$ cat config.mk
export PLATFORM = sky130hd
export DESIGN_NAME = alu
export DESIGN_NICKNAME = d
export VERILOG_FILES = /design/src/rtl/alu.sv
export SDC_FILE = /design/constraint.sdc
export NUM_CORES = 2
export LEC_CHECK = 0
export CORE_ASPECT_RATIO = 1.75
export CORE_MARGIN = 2
export CORE_UTILIZATION = 45
export CTS_BUF_LIST = sky130_fd_sc_hd__clkbuf_2
export DETAILED_ROUTE_END_ITERATION = 6
export GPL_ROUTABILITY_DRIVEN = 0
export PLACE_DENSITY = 0.72
export SLEW_MARGIN = 10
export SYNTH_ARGS = -nofsm -noshare
export SYNTH_HDL_FRONTEND = slang
export SYNTH_SLANG_ARGS = --single-unit
export TNS_END_PERCENT = 30
$ cat constraint.sdc
create_clock -name clk -period 8.1 [get_ports clk]
set_clock_uncertainty 0.15 [all_clocks]
set_input_delay 1.215 -clock clk [delete_from_list [all_inputs] [get_ports clk]]
set_output_delay 1.215 -clock clk [all_outputs]
set_load 0.005 [all_outputs]
$ cat src/rtl/alu.sv
// alu: single-cycle registered ALU (ADD/SUB/MUL/DIV/AND/OR/NOR/SLL/SRL/SLT/XOR).
// Result and zero flag are registered; synchronous active-high reset.
// Optional divider: define ALU_DIV_EN to build it. When it is undefined,
// sel=0011 yields zero.
module alu #(
   parameter int WIDTH = 32
) (
   input  logic             clk,
   input  logic             rst,
   input  logic [3:0]       sel,
   input  logic [WIDTH-1:0] x32bit,
   input  logic [WIDTH-1:0] y32bit,
   input  logic [4:0]       shiftAmount,
   output logic [WIDTH-1:0] res32bit,
   output logic             zf
);

   localparam logic [3:0] OP_ADD = 4'b0000;
   localparam logic [3:0] OP_SUB = 4'b0001;
   localparam logic [3:0] OP_MUL = 4'b0010;
   localparam logic [3:0] OP_DIV = 4'b0011;
   localparam logic [3:0] OP_AND = 4'b0100;
   localparam logic [3:0] OP_OR  = 4'b0101;
   localparam logic [3:0] OP_NOR = 4'b0110;
   localparam logic [3:0] OP_SLL = 4'b0111;
   localparam logic [3:0] OP_SRL = 4'b1000;
   localparam logic [3:0] OP_SLT = 4'b1001;
   localparam logic [3:0] OP_XOR = 4'b1010;

   logic [WIDTH-1:0] w_quot;
   logic [WIDTH-1:0] w_result;
   logic [WIDTH-1:0] r_res;
   logic             r_zf;

`ifdef ALU_DIV_EN
   // Unsigned truncating divide; divide-by-zero returns all ones.
   always_comb begin
      w_quot = '1;
      if (y32bit != '0) begin
         w_quot = x32bit / y32bit;
      end
   end
`else
   // Divider not built: the DIV code behaves like an unused code.
   always_comb begin
      w_quot = '0;
   end
`endif

   // Operation select; ADD/SUB/MUL keep only the low WIDTH bits (wrap).
   always_comb begin
      w_result = '0;
      unique case (sel)
         OP_ADD:  w_result = x32bit + y32bit;
         OP_SUB:  w_result = x32bit - y32bit;
         OP_MUL:  w_result = x32bit * y32bit;
         OP_DIV:  w_result = w_quot;
         OP_AND:  w_result = x32bit & y32bit;
         OP_OR:   w_result = x32bit | y32bit;
         OP_NOR:  w_result = ~(x32bit | y32bit);
         OP_SLL:  w_result = y32bit << shiftAmount;
         OP_SRL:  w_result = y32bit >> shiftAmount;
         OP_SLT:  w_result = ($signed(x32bit) < $signed(y32bit)) ? WIDTH'(1) : '0;
         OP_XOR:  w_result = x32bit ^ y32bit;
         default: w_result = '0;
      endcase
   end

   // Register result and zero flag together; reset overrides the sampled op.
   always_ff @(posedge clk) begin
      if (rst) begin
         r_res <= '0;
         r_zf  <= 1'b1;
      end else begin
         r_res <= w_result;
         r_zf  <= (w_result == '0);
      end
   end

   assign res32bit = r_res;
   assign zf       = r_zf;

endmodule

**After elaboration in Yosys (flattened, before gate mapping)**

Index checks and enable logic that the tools add are counted.

- Input port bits: 75
- Logic and storage cells: 25
- Register bits after elaboration: 33

- Magnitude comparators: 1
- Multiply operators: 1
- Equality and inequality tests: 9
- Add/subtract/negate cells: 2
- Reductions and logical operators: 2
- Bitwise gates (word level): 4
- Multiplexer cells: 2
- Shift-type cells: 2

Operators by type and width:

| cell | count |
|---|---|
| one-hot mux 32 bit (10 select lines) | 1 |
| adder 32 bit | 1 |
| AND 32 bit | 1 |
| logical NOT 32 bit | 1 |
| < comparator 32 bit | 1 |
| multiplier 32 x 32 -> 32 bit | 1 |
| NOT 32 bit | 1 |
| bitwise OR 32 bit | 1 |
| left shift 32 x 5 -> 32 bit | 1 |
| >> shifter 32 x 5 -> 32 bit | 1 |
| subtractor 32 bit | 1 |
| XOR 32 bit | 1 |
| == test 4 x 3 -> 1 bit (second input constant) | 4 |
| == test 4 bit (second input constant) | 3 |
| == test 4 x 1 -> 1 bit (second input constant) | 1 |
| == test 4 x 2 -> 1 bit (second input constant) | 1 |
| logical NOT 4 bit | 1 |
| 2-to-1 mux 1 bit | 1 |

**Logic depth before layout (Yosys ltp)**

- Word-level depth: 4
- Mapped depth: 32
- Gate-level depth less buffers: 30

**Worst setup path after synthesis**

OpenSTA, ideal clock, no wires.

- Path kind: input port to flip-flop
- Start: input x32bit[6]
- End: register r_zf (netlist: zf)
- Buffers on the path: 2
- Slack: -325 ps
- Stages on the path: 28
- Arrival time: 8179 ps
- Cell sequence: clkbuf_1 > clkinv_1 > buf_1 > nor2_1 > fa_1 > inv_1 > fa_1 > fa_1 > inv_1 > fa_1 > ha_1 > ha_1 > inv_1 > fa_1 > inv_1 > fa_1 > ha_1 > o2111ai_1 > a311oi_1 > o22ai_1 > xnor2_1 > a211o_1 > a211o_1 > nor4b_2 > nand3_1 > nor4_1 > nand4_1 > o41ai_2

- Longest elaborated chain between the ends: 4

Ends and longest elaborated chain:

| element | line | source |
|---|---|---|
| start: declaration | 11 | `input logic [WIDTH-1:0] x32bit,` |
| branches (longest 2 deep; another with multiplier 32 x 32 -> 32 bit) | n/a |  |
| one-hot mux 32 bit (10 select lines) * | 53 | `unique case (sel)` |
| logical NOT 32 bit * | 76 | `r_zf <= (w_result == '0);` |
| end signal: assignment | 76 |  |
| end: declaration | 33 | `logic r_zf;` |

Mark *: on every way between the ends.
A chain may end at the register's enable or synchronous reset.

**Final worst setup path**

- Start: input x32bit[18]
- End: register r_zf (netlist: zf)

Same word-level chain as after synthesis.

==> flow_metrics.py <==
metrics = {
    "timing": {
        "slew_headroom_pct": -9.05,
        "layout_setup_ws_ns": -0.804,
        "min_period_ns": 8.90,
        "max_slew.worst_pin.slew_ns": 1.62,
        "setup_viol": 7,
        "hold_viol_final": 0,
        "min_period_over_period_pct": 110,
        "fmax_ghz": 0.112,
        "setup_tns_ns": -3.10,
        "rsz0062_at_grt": "yes",
        "maxSlewViolCount": 3,
        "whs_ns": 1.44,
    },
    "synthesis": {
        "ys.flop_type": "dfxtp_1",
        "yosysTopAreaCell": "fa_1",
        "syn_area_per_cell_um2": 7.97,
        "synthTopCellsByArea": "fa_1 (33%), ha_1 (11%), inv_1 (6.8%)",
        "synth_nets": 3852,
        "synth_cell_types": 104,
        "yosysSeqAreaShare_pct": 2.63,
        "synth_edf_count": 0,
        "syn_inst": 3148,
        "synth_top_area_share_pct": 32.7,
        "syn-cell-area_um2": 25100,
        "yosys_warnings": 0,
        "synth_seq_cells": 33,
        "synthArstFlopShare_pct": 0,
    },
    "route": {
        "vias": 28900,
        "viasPerCell": 6.70,
        "wl_per_cell_um": 30.8,
        "ant_nets": 0,
        "routed_wl_mm": 133,
        "drc": 482,
        "first_iter_violations": 4909,
        "drt-pass1-iter-count": 7,
    },
    "layout": {
        "fill_cells": 4591,
        "area_growth_pct": 27.7,
        "nets": 4309,
        "layout-drive-gt1-share_pct": 25.0,
    },
    "global_routing": {
        "grt_pass1_vias": 29000,
        "grt_max_degree": 64,
        "grtUsageTotal_pct": 45.8,
        "antenna_found_initial": 14,
        "grt_pass1_wl_mm": 190,
        "overflow": 0,
    },
    "worst_setup_path": {
        "cp.required_ns": 8.35,
        "critPathKind": "in -> reg",
        "cp-end-kind": "flop",
        "cp.arrival_ns": 9.15,
        "crit_path_start_kind": "input port",
        "worstPathMaxFanout": 5,
    },
    "run_status": {
        "violations": "design-rule violations, max-capacitance violations, max-slew violations, negative setup slack",
        "status": "finished with violations",
    },
    "cts": {
        "clockBufferDepth": 2,
        "numCtsBuffers": 5,
        "htreeDepth": 2,
        "cts_sinks": 33,
        "root_buffer": "clkbuf_2",
        "cts_tree": "done",
        "cts.clk_slew.worst_paths_ns": 0.22,
    },
    "place": {
        "hpwl_mm": 94.0,
        "preCtsSetupSlack_ns": -1.32,
        "port_buffers": 107,
    },
    "die": {
        "die_y_um": 316,
        "start_util_pct": 45.5,
        "die_area_um2": 57800,
        "boundaryPins": 108,
        "core_area_um2": 55200,
        "num_rows": 114,
        "die_w_um": 183,
    },
    "run": {
        "maxCapViolations": 1,
    },
    "worst_hold_path": {
        "hp-class": "in -> reg",
    },
}
layer usage:
metal / track usage [%] / share of wire, % / wire [um]
met1: 44.3 / 28 / 37600
met2: 66.4 / 41 / 54800
met3: 26.1 / 16 / 21700
met4: 45.4 / 14 / 18300
met5: 8.42 / 0.44 / 589
Yosys cell counts (all sizes together), types with 9 or more instances:
cell,n
nor3b,9
nor2,456
a21o,16
or3,12
xor2,21
inv,466
mux4,17
a22oi,28
a21oi,113
a31oi,20
nand2,355
and2,20
a22o,12
and3,10
ha,219
o211ai,32
nor3,46
o31ai,13
clkbuf,127
a221oi,25
o21bai,11
mux2,18
dfxtp,33
nand2b,18
a211oi,35
o221ai,14
fa,410
nor2b,26
a2111oi,13
nand4,10
nand3,39
a311oi,10
o21ai,85
buf,69
xnor2,80
mux2i,74
o21a,13
nor4,10
o22ai,20
clkinv,13
registers in the layout, indices dropped and copies added, names as in the netlist:
register,cells
res32bit,32
zf,1
layout make-up:
class | instances | area, um^2 | area share (%)
clock inverters | 2 | 10.0 | 0.0312
clock buffers | 6 | 30.0 | 0.0937
repair buffers | 646 | 5700 | 17.8
inverters | 479 | 1910 | 5.96
well taps | 696 | 871 | 2.72
diodes | 10 | 25.0 | 0.0781
multi-input cells | 2440 | 22900 | 71.3
flip-flops and latches | 33 | 661 | 2.06
worst max-delay path: stages:
cell	delay [ns]
dlygate4sd2_1	0.31
inv_2	0.12
buf_4	0.17
nor2_2	0.10
fa_1	0.46
inv_1	0.17
fa_1	0.48
fa_1	0.53
fa_1	0.52
inv_2	0.05
fa_1	0.56
fa_1	0.46
fa_1	0.53
fa_1	0.54
ha_4	0.31
nand4_1	0.12
o211ai_1	1.01
a221o_2	0.46
a2111oi_4	0.10
a41oi_2	0.19
o22ai_2	0.10
a211oi_2	0.23
nand4_1	0.18
o41ai_2	0.24
final timing paths:
kind	endpoint	depth (start not counted)	from	slack (ns)
setup / recovery	zf$_SDFF_PP1_	24	x32bit[18]	-0.80
hold / removal	res32bit[2]$_SDFF_PP0_	5	shiftAmount[3]	1.44
stage by stage:
step	instances	instance area (um^2)	util, %
floorplan	3148	25200	-
CTS	4265	31100	56.4
detailed placement	4193	29800	54.0
finish	4312	32100	58.1
global route	4305	32000	58.0
global placement	4193	29800	54.0
cell usage in the layout (no fill, tap or decap), types with 26 or more instances in the layout:
cell / n
buf_4: 448
dfxtp_1: 33
clkdlybuf4s50_1: 53
inv_1: 410
nand3_1: 37
a21oi_1: 108
ha_4: 27
ha_1: 188
xnor2_1: 77
fa_1: 362
mux2i_1: 70
nand2_1: 341
buf_6: 54
o21ai_0: 60
nor2_1: 404
inv_2: 40
a211oi_1: 29
nor2b_1: 26
buf_12: 32
o211ai_1: 32
nor2_2: 36
fa_2: 48
nor3_1: 41
a22oi_1: 28
repair_timing:
item,4_1_cts,5_1_grt
resized for setup,300,213
hold buffers,0,0
pin swaps,100,109
buffers inserted,62,34
endpoints found under the setup margin,13,12
gates cloned,3,0
logic make-up (layout without fill, tap and decap cells):
| family | count (synthesis) | in the layout | synth area share [%] |
|---|---|---|---|
| XOR/XNOR | 101 | 101 | 3.52 |
| multiplexers | 109 | 109 | 5.44 |
| adder cells (fa/ha/maj) | 629 | 629 | 43.6 |
| AO/OA/AOI/OAI | 561 | 561 | 16.2 |
| buffers and inverters | 675 | 1133 | 10.6 |
| AND/OR/NAND/NOR | 1040 | 1040 | 18.0 |
| other | 0 | 10 | 0 |
| flip-flops | 33 | 33 | 2.63 |
Power is left out: the tool's default activity adds up to more than one toggle a clock period on the data nets, which glitch-free logic cannot reach.
